`src/rtl/bcd_serial_adder.sv`:
```
// ---------------------------------------------------------------------------
// bcd_serial_adder
//   Multi-digit packed-BCD adder/subtractor that handles one decimal digit per
//   clock, least-significant digit first. Subtraction uses the ten's
//   complement: each B digit is replaced by its nine's complement and the
//   initial carry is the inverted borrow-in.
//
// Ports
//   clk    in   rising-edge clock
//   rst_n  in   asynchronous active-low reset
//   start  in   operation request, accepted only while ready=1
//   Mode   in   0 = A+B+Cin, 1 = A-B-Cin (Cin is the borrow-in)
//   A, B   in   packed BCD operands, digit 0 in [3:0]
//   Cin    in   carry-in / borrow-in
//   ready  out  high in IDLE only
//   done   out  one-cycle pulse; Sum/Cout/Err are valid
//   Sum    out  packed BCD result (ten's complement if a subtraction is negative)
//   Cout   out  add: decimal carry-out; subtract: 1 = no borrow
//   Err    out  an operand digit latched at start was greater than 9
// ---------------------------------------------------------------------------
module bcd_serial_adder #(
  parameter  int unsigned DIGITS = 4,
  localparam int unsigned CNT_W  = $clog2(DIGITS + 1)
) (
  input  logic                clk,
  input  logic                rst_n,
  input  logic                start,
  input  logic                Mode,
  input  logic [4*DIGITS-1:0] A,
  input  logic [4*DIGITS-1:0] B,
  input  logic                Cin,
  output logic                ready,
  output logic                done,
  output logic [4*DIGITS-1:0] Sum,
  output logic                Cout,
  output logic                Err
);

  typedef enum logic [1:0] {
    IDLE = 2'd0,
    CALC = 2'd1,
    DONE = 2'd2
  } state_t;

  state_t              state_q, state_d;
  logic [4*DIGITS-1:0] a_q, a_d;
  logic [4*DIGITS-1:0] b_q, b_d;
  logic                mode_q, mode_d;
  logic [4*DIGITS-1:0] sum_q, sum_d;
  logic                carry_q, carry_d;
  logic                cout_q, cout_d;
  logic                err_q, err_d;
  logic [CNT_W-1:0]    cnt_q, cnt_d;

  // Digit currently addressed by the counter.
  logic [3:0] a_dig, b_dig, b_eff, dig_res;
  logic [4:0] dig_sum;
  logic       dig_carry;
  logic       last_dig;

  function automatic logic has_bad_digit(input logic [4*DIGITS-1:0] v);
    logic bad;
    bad = 1'b0;
    for (int unsigned i = 0; i < DIGITS; i++) begin
      if (v[4*i +: 4] > 4'd9) bad = 1'b1;
    end
    return bad;
  endfunction

  always_comb begin
    a_dig = '0;
    b_dig = '0;
    for (int unsigned i = 0; i < DIGITS; i++) begin
      if (cnt_q == CNT_W'(i)) begin
        a_dig = a_q[4*i +: 4];
        b_dig = b_q[4*i +: 4];
      end
    end
  end

  // Nine's complement wraps in 4 bits so invalid B nibbles still yield a value.
  always_comb begin
    b_eff   = mode_q ? (4'd9 - b_dig) : b_dig;
    dig_sum = {1'b0, a_dig} + {1'b0, b_eff} + {4'b0000, carry_q};
    if (dig_sum > 5'd9) begin
      dig_res   = dig_sum[3:0] + 4'd6;
      dig_carry = 1'b1;
    end else begin
      dig_res   = dig_sum[3:0];
      dig_carry = 1'b0;
    end
  end

  assign last_dig = (cnt_q == CNT_W'(DIGITS - 1));

  always_comb begin
    state_d = state_q;
    a_d     = a_q;
    b_d     = b_q;
    mode_d  = mode_q;
    sum_d   = sum_q;
    carry_d = carry_q;
    cout_d  = cout_q;
    err_d   = err_q;
    cnt_d   = cnt_q;

    unique case (state_q)
      IDLE: begin
        if (start) begin
          a_d     = A;
          b_d     = B;
          mode_d  = Mode;
          sum_d   = '0;
          err_d   = has_bad_digit(A) | has_bad_digit(B);
          carry_d = Mode ? ~Cin : Cin;
          cnt_d   = '0;
          state_d = CALC;
        end
      end
      CALC: begin
        for (int unsigned i = 0; i < DIGITS; i++) begin
          if (cnt_q == CNT_W'(i)) sum_d[4*i +: 4] = dig_res;
        end
        carry_d = dig_carry;
        cnt_d   = cnt_q + 1'b1;
        if (last_dig) begin
          cout_d  = dig_carry;
          state_d = DONE;
        end
      end
      DONE: begin
        state_d = IDLE;
      end
      default: begin
        state_d = IDLE;
      end
    endcase
  end

  always_ff @(posedge clk or negedge rst_n) begin
    if (!rst_n) begin
      state_q <= IDLE;
      a_q     <= '0;
      b_q     <= '0;
      mode_q  <= 1'b0;
      sum_q   <= '0;
      carry_q <= 1'b0;
      cout_q  <= 1'b0;
      err_q   <= 1'b0;
      cnt_q   <= '0;
    end else begin
      state_q <= state_d;
      a_q     <= a_d;
      b_q     <= b_d;
      mode_q  <= mode_d;
      sum_q   <= sum_d;
      carry_q <= carry_d;
      cout_q  <= cout_d;
      err_q   <= err_d;
      cnt_q   <= cnt_d;
    end
  end

  assign ready = (state_q == IDLE);
  assign done  = (state_q == DONE);
  assign Sum   = sum_q;
  assign Cout  = cout_q;
  assign Err   = err_q;

endmodule

```
`config.mk`:
```
export PLATFORM = sky130hd
export DESIGN_NAME = bcd_serial_adder
export DESIGN_NICKNAME = d
export VERILOG_FILES = /design/src/rtl/bcd_serial_adder.sv
export SDC_FILE = /design/constraint.sdc
export NUM_CORES = 1
export LEC_CHECK = 0
export CORE_AREA = 2 2 78 80
export CTS_CLUSTER_SIZE = 16
export DETAILED_ROUTE_END_ITERATION = 8
export DIE_AREA = 0 0 80 82
export MAX_ROUTING_LAYER = met4
export PLACE_DENSITY = 0.78
export SYNTH_ARGS = -nofsm -noshare
export SYNTH_HDL_FRONTEND = slang
export SYNTH_SLANG_ARGS = --single-unit
```
`constraint.sdc`:
```
create_clock -name clk -period 5.1 [get_ports clk]
set_input_delay 1.02 -clock clk [delete_from_list [all_inputs] [get_ports clk]]
set_output_delay 1.02 -clock clk [all_outputs]
set_load 0.05 [all_outputs]
```
## Yosys cells after proc, flatten, opt, wreduce, memory -nomap -nowiden

Cells that the tools add are included.
W data, S select, Z words.

- Logic and storage cells: 86
- Register bits: 57

- Mux-type cells: 37
- Equality and inequality tests: 10
- Reduce and logical (&&, ||, !) cells: 11
- Order comparisons: 9
- Add/subtract/negate cells: 5
- Bitwise operators: 2

Operators by type and width:

| cell | count |
|---|---|
| $mux W4 | 14 |
| $gt A4 B4 Y1 const B | 8 |
| $pmux W16 S2 | 1 |
| $mux W16 | 1 |
| $mux W1 | 15 |
| $reduce_and A3 Y1 | 4 |
| $ne A2 B2 Y1 const B | 5 |
| $reduce_and A2 Y1 | 4 |
| $eq A3 B2 Y1 const B | 2 |
| $pmux W3 S2 | 1 |
| $add A4 B4 Y5 | 1 |
| $add A5 B1 Y5 | 1 |
| $gt A5 B4 Y1 const B | 1 |
| $add A4 B3 Y4 const B | 1 |
| $mux W2 | 2 |
| $pmux W2 S2 | 1 |
| $sub A4 B4 Y4 const A | 1 |
| $add A3 B1 Y3 const B | 1 |
| $eq A3 B1 Y1 const B | 1 |
| $logic_not A3 Y1 | 1 |
| $mux W3 | 1 |
| $eq A2 B1 Y1 const B | 1 |
| $eq A2 B2 Y1 const B | 1 |
| $logic_not A2 Y1 | 1 |
| 4 further kinds | 4 |

## Logic depth before layout (Yosys ltp)

Gate-level depths: netlist (run 1).

- Depth after elaboration: 13
- Mapped depth: 18
- Depth with buffers taken out: 17

## Worst setup path after synthesis (run 1)

No wires, ideal clock.

- Path type: register to register
- Start: register cnt_q[1]
- End: register sum_q[10] (netlist: Sum[10])
- Library setup time: 0.068 ns
- Buffers on the path: 2
- Required time: 5.032 ns
- Clock period less this slack: 3.829 ns
- Setup slack: 1.271 ns
- Cell stages (with the launch flop): 19
- Arrival time: 3.760 ns
- Path through: dfrtp_1 > inv_1 > ha_1 > clkbuf_1 > clkbuf_1 > nor2_1 > a21oi_1 > o21ai_0 > a22oi_1 > ha_1 > inv_1 > mux2i_1 > ha_1 > xor2_1 > ha_1 > a22oi_1 > a311oi_4 > mux2i_1 > a32o_1

- Cells in the longest elaborated chain, start to end: 13

Ends and longest elaborated chain:

| item | line | source |
|---|---|---|
| start: declaration | 53 | `logic [CNT_W-1:0] cnt_q, cnt_d;` |
| start signal: assignment | 160 | `cnt_q <= cnt_d;` |
| $logic_not A3 Y1 | 74 | `if (cnt_q == CNT_W'(i)) begin` |
| $mux W4 (4 in series) | 74 |  |
| $sub A4 B4 Y4 | 83 | `b_eff = mode_q ? (4'd9 - b_dig) : b_dig;` |
| $mux W4 | 83 |  |
| $add A4 B4 Y5 | 84 | `dig_sum = {1'b0, a_dig} + {1'b0, b_eff} + {4'b0000, carry_q};` |
| $add A5 B1 Y5 | 84 |  |
| $add A4 B3 Y4 / $gt A5 B4 Y1 (equally long branches) | 86, 85 |  |
| $mux W4 | 85 | `if (dig_sum > 5'd9) begin` |
| $mux W4 | 122 | `if (cnt_q == CNT_W'(i)) sum_d[4*i +: 4] = dig_res;` |
| $pmux W16 S2 | 107 | `unique case (state_q)` |
| end signal: assignment | 156 | `sum_q <= sum_d;` |
| end: declaration | 49 | `logic [4*DIGITS-1:0] sum_q, sum_d;` |

Parallel ways exist; a longest one is shown, timed or not. The select of a mux whose other input is x is not followed.
A chain may end at the register's enable or synchronous reset.

## Worst setup path after layout (run 1)

- Start: register cnt_q[0]
- End: register sum_q[6] (netlist: Sum[6])

Same word-level chain as after synthesis.

==> results of run 1 <==
logic make-up (layout without fill, tap and decap cells):
group	Yosys count	in the layout	share of synthesized area [%]
AND/OR/NAND/NOR	53	53	8.726
adder cells (fa/ha/maj)	12	12	5.818
multiplexers	38	38	14.98
XOR/XNOR	5	5	1.543
flip-flops	57	57	50.24
buffers and inverters	18	82	2.468
AO/OA/AOI/OAI	67	67	16.22
area by class of cell:
cell class | count | area (um^2) | area share [%]
Multi-Input combinational cell | 175 | 1343 | 36.57
Inverter | 8 | 30.03 | 0.8180
Tap cell | 75 | 93.84 | 2.556
Clock buffer | 14 | 172.7 | 4.703
Clock inverter | 2 | 35.03 | 0.9543
Timing Repair Buffer | 58 | 570.5 | 15.54
Sequential cell | 57 | 1426 | 38.85
per-layer routing:
| metal | part of all wire (%) | routed length [um] |
|---|---|---|
| met4 | 2.7 | 164 |
| met3 | 5.0 | 303 |
| met1 | 44 | 2660 |
| met5 | 0 | 0 |
| met2 | 48 | 2880 |
cell usage after synthesis (3+ instances only):
cell,instances,share of area [%]
a21oi_1,9,1.6
a22o_1,7,2.2
a22oi_1,9,2.4
and3b_1,3,0.93
clkbuf_1,6,0.79
dfrtp_1,57,50
ha_1,10,4.4
inv_1,8,1.1
mux2_2,36,14
nand2_1,26,3.4
nor2_1,12,1.6
nor2b_1,5,1.1
o21ai_0,24,4.2
o31ai_1,6,1.6
xor2_1,3,0.93
worst max-delay path by stage:
| stage | depth (start not counted) | slack [ps] | endpoint |
|---|---|---|---|
| floorplan | 18 | 1270 | Sum[10]$_DFFE_PN0P_ |
| global placement | 13 | 880 | Sum[10]$_DFFE_PN0P_ |
| detailed placement | 13 | 730 | Sum[6]$_DFFE_PN0P_ |
| CTS | 13 | 710 | Sum[6]$_DFFE_PN0P_ |
| global route | 13 | 330 | Sum[10]$_DFFE_PN0P_ |
| finish | 13 | 730 | Sum[6]$_DFFE_PN0P_ |
state kept, by name, summed over array words and instances, names as in the netlist:
name and flops:
Cout 1, b_q 16, cnt_q 3, Sum 16, Err 1, state_q 2, mode_q 1, carry_q 1
a_q 16
metrics by stage:
| step | instance area [um^2] | setup WS, ps | instances |
|---|---|---|---|
| after floorplan | 2839 | 1271 | 250 |
| after global placement | 3463 | 879.4 | 373 |
| after detailed placement | 3463 | 726.1 | 373 |
| after CTS | 3671 | 714.5 | 389 |
| after global routing | 3671 | 330.8 | 389 |
| final | 3671 | 725.2 | 389 |
worst max-delay path, stage by stage, from the launching register on:
cell and delay [ps]:
dfrtp_1 420, ha_1 220, ha_1 320, nor2_1 500, a22oi_1 150, xor2_1 190
fa_1 410, fa_1 410, xor2_1 250, ha_1 230, a22oi_1 140, a311oi_4 410
mux2i_1 430, a32o_1 230
placed cells by master (no fill, tap or decap), drive strengths merged:
cell           instances
nor2                  12
a31oi                  1
nand2b                 2
a21oi                  9
nand2                 26
o21ai                 24
bufinv                 1
o31ai                  7
o21a                   1
or3                    1
and2                   1
fa                     2
buf                    3
clkdlybuf4s50         55
ha                    10
dfrtp                 57
xor2                   3
a22o                   7
a21o                   2
mux2i                  2
nand3                  1
a221oi                 1
a222oi                 1
a32o                   2
clkinv                 1
mux2                  36
and3b                  3
nor2b                  5
nand4                  2
a311oi                 1
o21bai                 2
a22oi                  9
xnor2                  2
clkbuf                14
inv                    8
==> key figures, run 1 <==
Placed design
  • Buffers added on ports: 56
  • Final GP Congestion: 0.8464
  • Dpl hpwl: 4492 um

Global routing
  • GR Util met2: ~33%
  • Met1 Resource Use GR: between 20% and 30%
  • First-pass GRT wire length: 10070 um
  • Vias in the first global route: between 2000 and 2500
  • Largest net degree at the start of global routing: between 50 and 60
  • Tot GR Track Use: between 20% and 30%
  • M3 GR Usage: around 3.7%
  • Initial antenna violation count: 0
  • Gr busiest metal: met2
  • Grt total ovfl: 0

Setup path
  • Reg2reg start: cnt_q[0]$_DFFE_PN0P_
  • CP Class: register to register
  • Crit end category: register
  • FF-to-FF path depth: 13
  • Crit path launch type: register
  • WP data required: 5370 ps
  • Worst EP arrival: ~4600 ps
  • CP startpoint: cnt_q[0]$_DFFE_PN0P_
  • Highest net fanout along the worst path: 13
  • R2R Path End: Sum[6]$_DFFE_PN0P_
  • R2R setup slack: 730 ps

Timing
  • Final setup viols: 0
  • Fin. Hold Viols: 0
  • Fmax: 228.6 MHz
  • Final min period: between 4000 and 5000 ps
  • Hold Slack: around 470 ps
  • Fin Setup TNS: 0 ps
  • Final Cycle Share: a little under nine tenths
  • Max-slew violations: 0
  • Slew headroom: approximately half
  • RSZ-0062 raised after global routing: no
  • Worst-case clock skew: between 8 and 9 ps
  • Worst-Margin Slew: around 770 ps

Route
  • First-pass iteration count of the detailed router: 4
  • Drt drc: 0
  • Final WL: ~6000 um
  • ANT nets after route: 0
  • First DRT Iteration DRCs: 85
  • Drt wl/cell: between 15 and 20 um
  • Vias: 2116
  • DR vias/cell: 5.440

Synthesis
  • Syn_nets: about 300
  • Ys flop type: dfrtp_1
  • Asr flop ratio synth: 100.0%
  • Yosys reg bits: between 50 and 60
  • Warning count from the yosys run: 0
  • Mean Syn Cell Area: ~11 um^2
  • Seq/Total Area, Yosys: about half
  • Netlist cell types: 34
  • Post-synth EDFFs: 0
  • Mapped Area: roughly 2800 um^2
  • Mapped Cells: 250

Worst hold path
  • Worst Hold End: Sum[9]$_DFFE_PN0P_
  • Hold crit path type: register to register
  • Worst Hold Depth: 2
  • Hold Startpoint: Sum[9]$_DFFE_PN0P_

Clock tree
  • Worst skew pair latency: 330 ps
  • Max clock buf depth: 2
  • Worst-path clk slew: around 70 ps
  • Post-cts hold buffer count: 0
  • Max H-tree Level: 3
  • Clock tree from TritonCTS: yes
  • Num CTS Buffers: 9
  • Postcts setup bufs: 0
  • Post-cts resize count: 0
  • Sink Count: between 50 and 60
  • Root Buffer: clkbuf_8

Die
  • Cell Rows: 28
  • Horiz. Die Dim: approximately 80 um
  • Core Region: between 5000 and 6000 um^2
  • Die area: approximately 6600 um^2
  • Die Y-Extent: 82 um
  • IO Count: 57
  • Starting Density: just under 50%

Layout
  • Share of post-route cells with drive strength above 1: about 18%
  • Nets: 358
  • Layout area overhead: 29.31%
  • Antenna cells: 0
  • Final core utilization: 63.89%
  • Fillers: about 480

Status
  • Outcome: finished clean

Job
  • Max Cap Viol: 0
Power of run 1 is not shown: default switching activity piles up to over one toggle a cycle in this logic, so the estimate is an artifact.
==> run 2: changes to the inputs <==
==> constraint.sdc (replaced) <==
create_clock -name clk -period 4.9 [get_ports clk]
set_input_delay 0.98 -clock clk [delete_from_list [all_inputs] [get_ports clk]]
set_output_delay 0.98 -clock clk [all_outputs]
set_load 0.05 [all_outputs]
==> key figures, run 2 (synthesized netlist as in run 1, its figures left out) <==
Setup path
  • CP max-delay cell: ha_1
  • CP Class: register to register
  • Crit-path cells: inv_1 -> ha_1 -> and3b_1 -> a21oi_1 -> o21ai_0 -> a22oi_1 -> xor2_1 -> fa_1 -> fa_1 -> xor2_1 -> ha_1 -> a22oi_1 -> a311oi_4 -> mux2i_1 -> a32o_1
  • CP max stage delay: about 500 ps
  • WP data required: around 5200 ps
  • R2R setup slack: slightly below 500 ps
  • Highest net fanout along the worst path: 17
  • Worst EP arrival: approximately 4700 ps
  • Crit-path leading delay family: adder cells
  • Crit path launch type: register
  • Crit end category: register
  • CP bufs+invs: 1

Layout
  • Nets: 359
  • Commonest non-fill, non-tap cell in the layout: dfrtp_1
  • Antenna cells: 0
  • Share of post-route cells with drive strength above 1: between 10% and 20%
  • Fillers: roughly 500
  • Layout area overhead: 29.13%
  • Commonest non-fill, non-tap cells in the layout: dfrtp_1 (57), clkdlybuf4s50_1 (55), mux2_2 (36), nand2_1 (26), o21ai_0 (24)
  • Finished Layout Cells: 389

Clock tree
  • Root Buffer: clkbuf_8
  • Post-cts hold buffer count: 0
  • Post-cts resize count: 0
  • Clock tree from TritonCTS: yes
  • Sink Count: 57
  • Max clock buf depth: 2
  • Num CTS Buffers: 9
  • Worst skew pair latency: ~340 ps
  • Postcts setup bufs: 0
  • Max H-tree Level: 3
  • Worst-path clk slew: around 70 ps

Timing
  • Fmax: ~230 MHz
  • Final Cycle Share: between 90 and 100%
  • Final setup viols: 0
  • Fin. Hold Viols: 0
  • Max-slew violations: 0
  • Worst-case clock skew: 8.544 ps
  • Final min period: 4419 ps
  • Worst-Margin Slew: slightly below 800 ps
  • Fin Setup TNS: 0 ps
  • RSZ-0062 raised after global routing: no
  • Setup ws final: between 400 and 500 ps
  • Slew headroom: a little under half

Route
  • Drt wl/cell: approximately 16 um
  • Drt drc: 0
  • Final WL: 6087 um
  • Vias: about 2100
  • ANT nets after route: 0
  • DR vias/cell: between 5 and 6
  • First DRT Iteration DRCs: between 80 and 90
  • First-pass iteration count of the detailed router: 4

Die
  • Cell Rows: 28
  • Die Y-Extent: around 82 um
  • IO Count: 57
  • Starting Density: 49.41%
  • Horiz. Die Dim: approximately 80 um
  • Die area: roughly 6600 um^2
  • Core Region: about 5700 um^2

Placed design
  • Dpl hpwl: 4538 um
  • Final GP Congestion: just over 0.8
  • Placed insts: ~370
  • Pre-CTS setup slack: roughly 490 ps
  • Buffers added on ports: between 50 and 60

Global routing
  • Tot GR Track Use: between 20% and 30%
  • First-pass GRT wire length: between 10000 and 15000 um
  • Largest net degree at the start of global routing: 58
  • Grt total ovfl: 0
  • Initial antenna violation count: 0
  • Vias in the first global route: roughly 2200

Worst hold path
  • Hold crit path type: register to register

Status
  • Outcome: finished clean

Job
  • Max Cap Viol: 0
## run 2: final timing paths
path                                       from                  end  cells past startpoint
min in group asynchronous                 rst_n  Sum[11]$_DFFE_PN0P_                      2
hold reg to reg             Sum[11]$_DFFE_PN0P_  Sum[11]$_DFFE_PN0P_                      2
setup / recovery           cnt_q[1]$_DFFE_PN0P_  Sum[10]$_DFFE_PN0P_                     15
setup reg to reg           cnt_q[1]$_DFFE_PN0P_  Sum[10]$_DFFE_PN0P_                     15
hold / removal              Sum[11]$_DFFE_PN0P_  Sum[11]$_DFFE_PN0P_                      2
max in group asynchronous                 rst_n  a_q[13]$_DFFE_PN0P_                      2
## run 2: area by class of cell
class / count / area (um^2) / area share [%]
sequential: 57 / 1426 / 38.91
multi-input combinational: 175 / 1343 / 36.62
timing repair buffer: 59 / 578.1 / 15.77
clock buffer: 12 / 155.1 / 4.232
tap: 75 / 93.84 / 2.560
clock inverter: 3 / 40.04 / 1.092
inverter: 8 / 30.03 / 0.8191
## run 2: per-layer routing
layer	vias up	global-route usage (%)	part of all wire [%]
li1	1024	-	-
met1	1015	25.82	45
met2	63	33.42	48
met3	17	3.846	5.2
met4	0	11.53	2.5
met5	-	-	0
## run 2: per-stage QoR
step,util (%),instance area [um^2],hold slack (ps)
floorplan,-,2839,472.7
global placement,60.41,3471,459.5
detailed placement,60.41,3471,473.2
CTS,63.81,3666,488.2
global route,63.81,3666,510.0
finish,63.81,3666,483.9
## run 2: worst register-to-register path: stages, from the launching register on
cell      delay (ps)
dfrtp_1          410
inv_1            100
ha_1             500
and3b_1          250
a21oi_1          100
o21ai_0           80
a22oi_1          210
xor2_1           120
fa_1             420
fa_1             410
xor2_1           260
ha_1             230
a22oi_1          140
a311oi_4         410
mux2i_1          490
a32o_1           240
Power of run 2 is left out for the same reason.
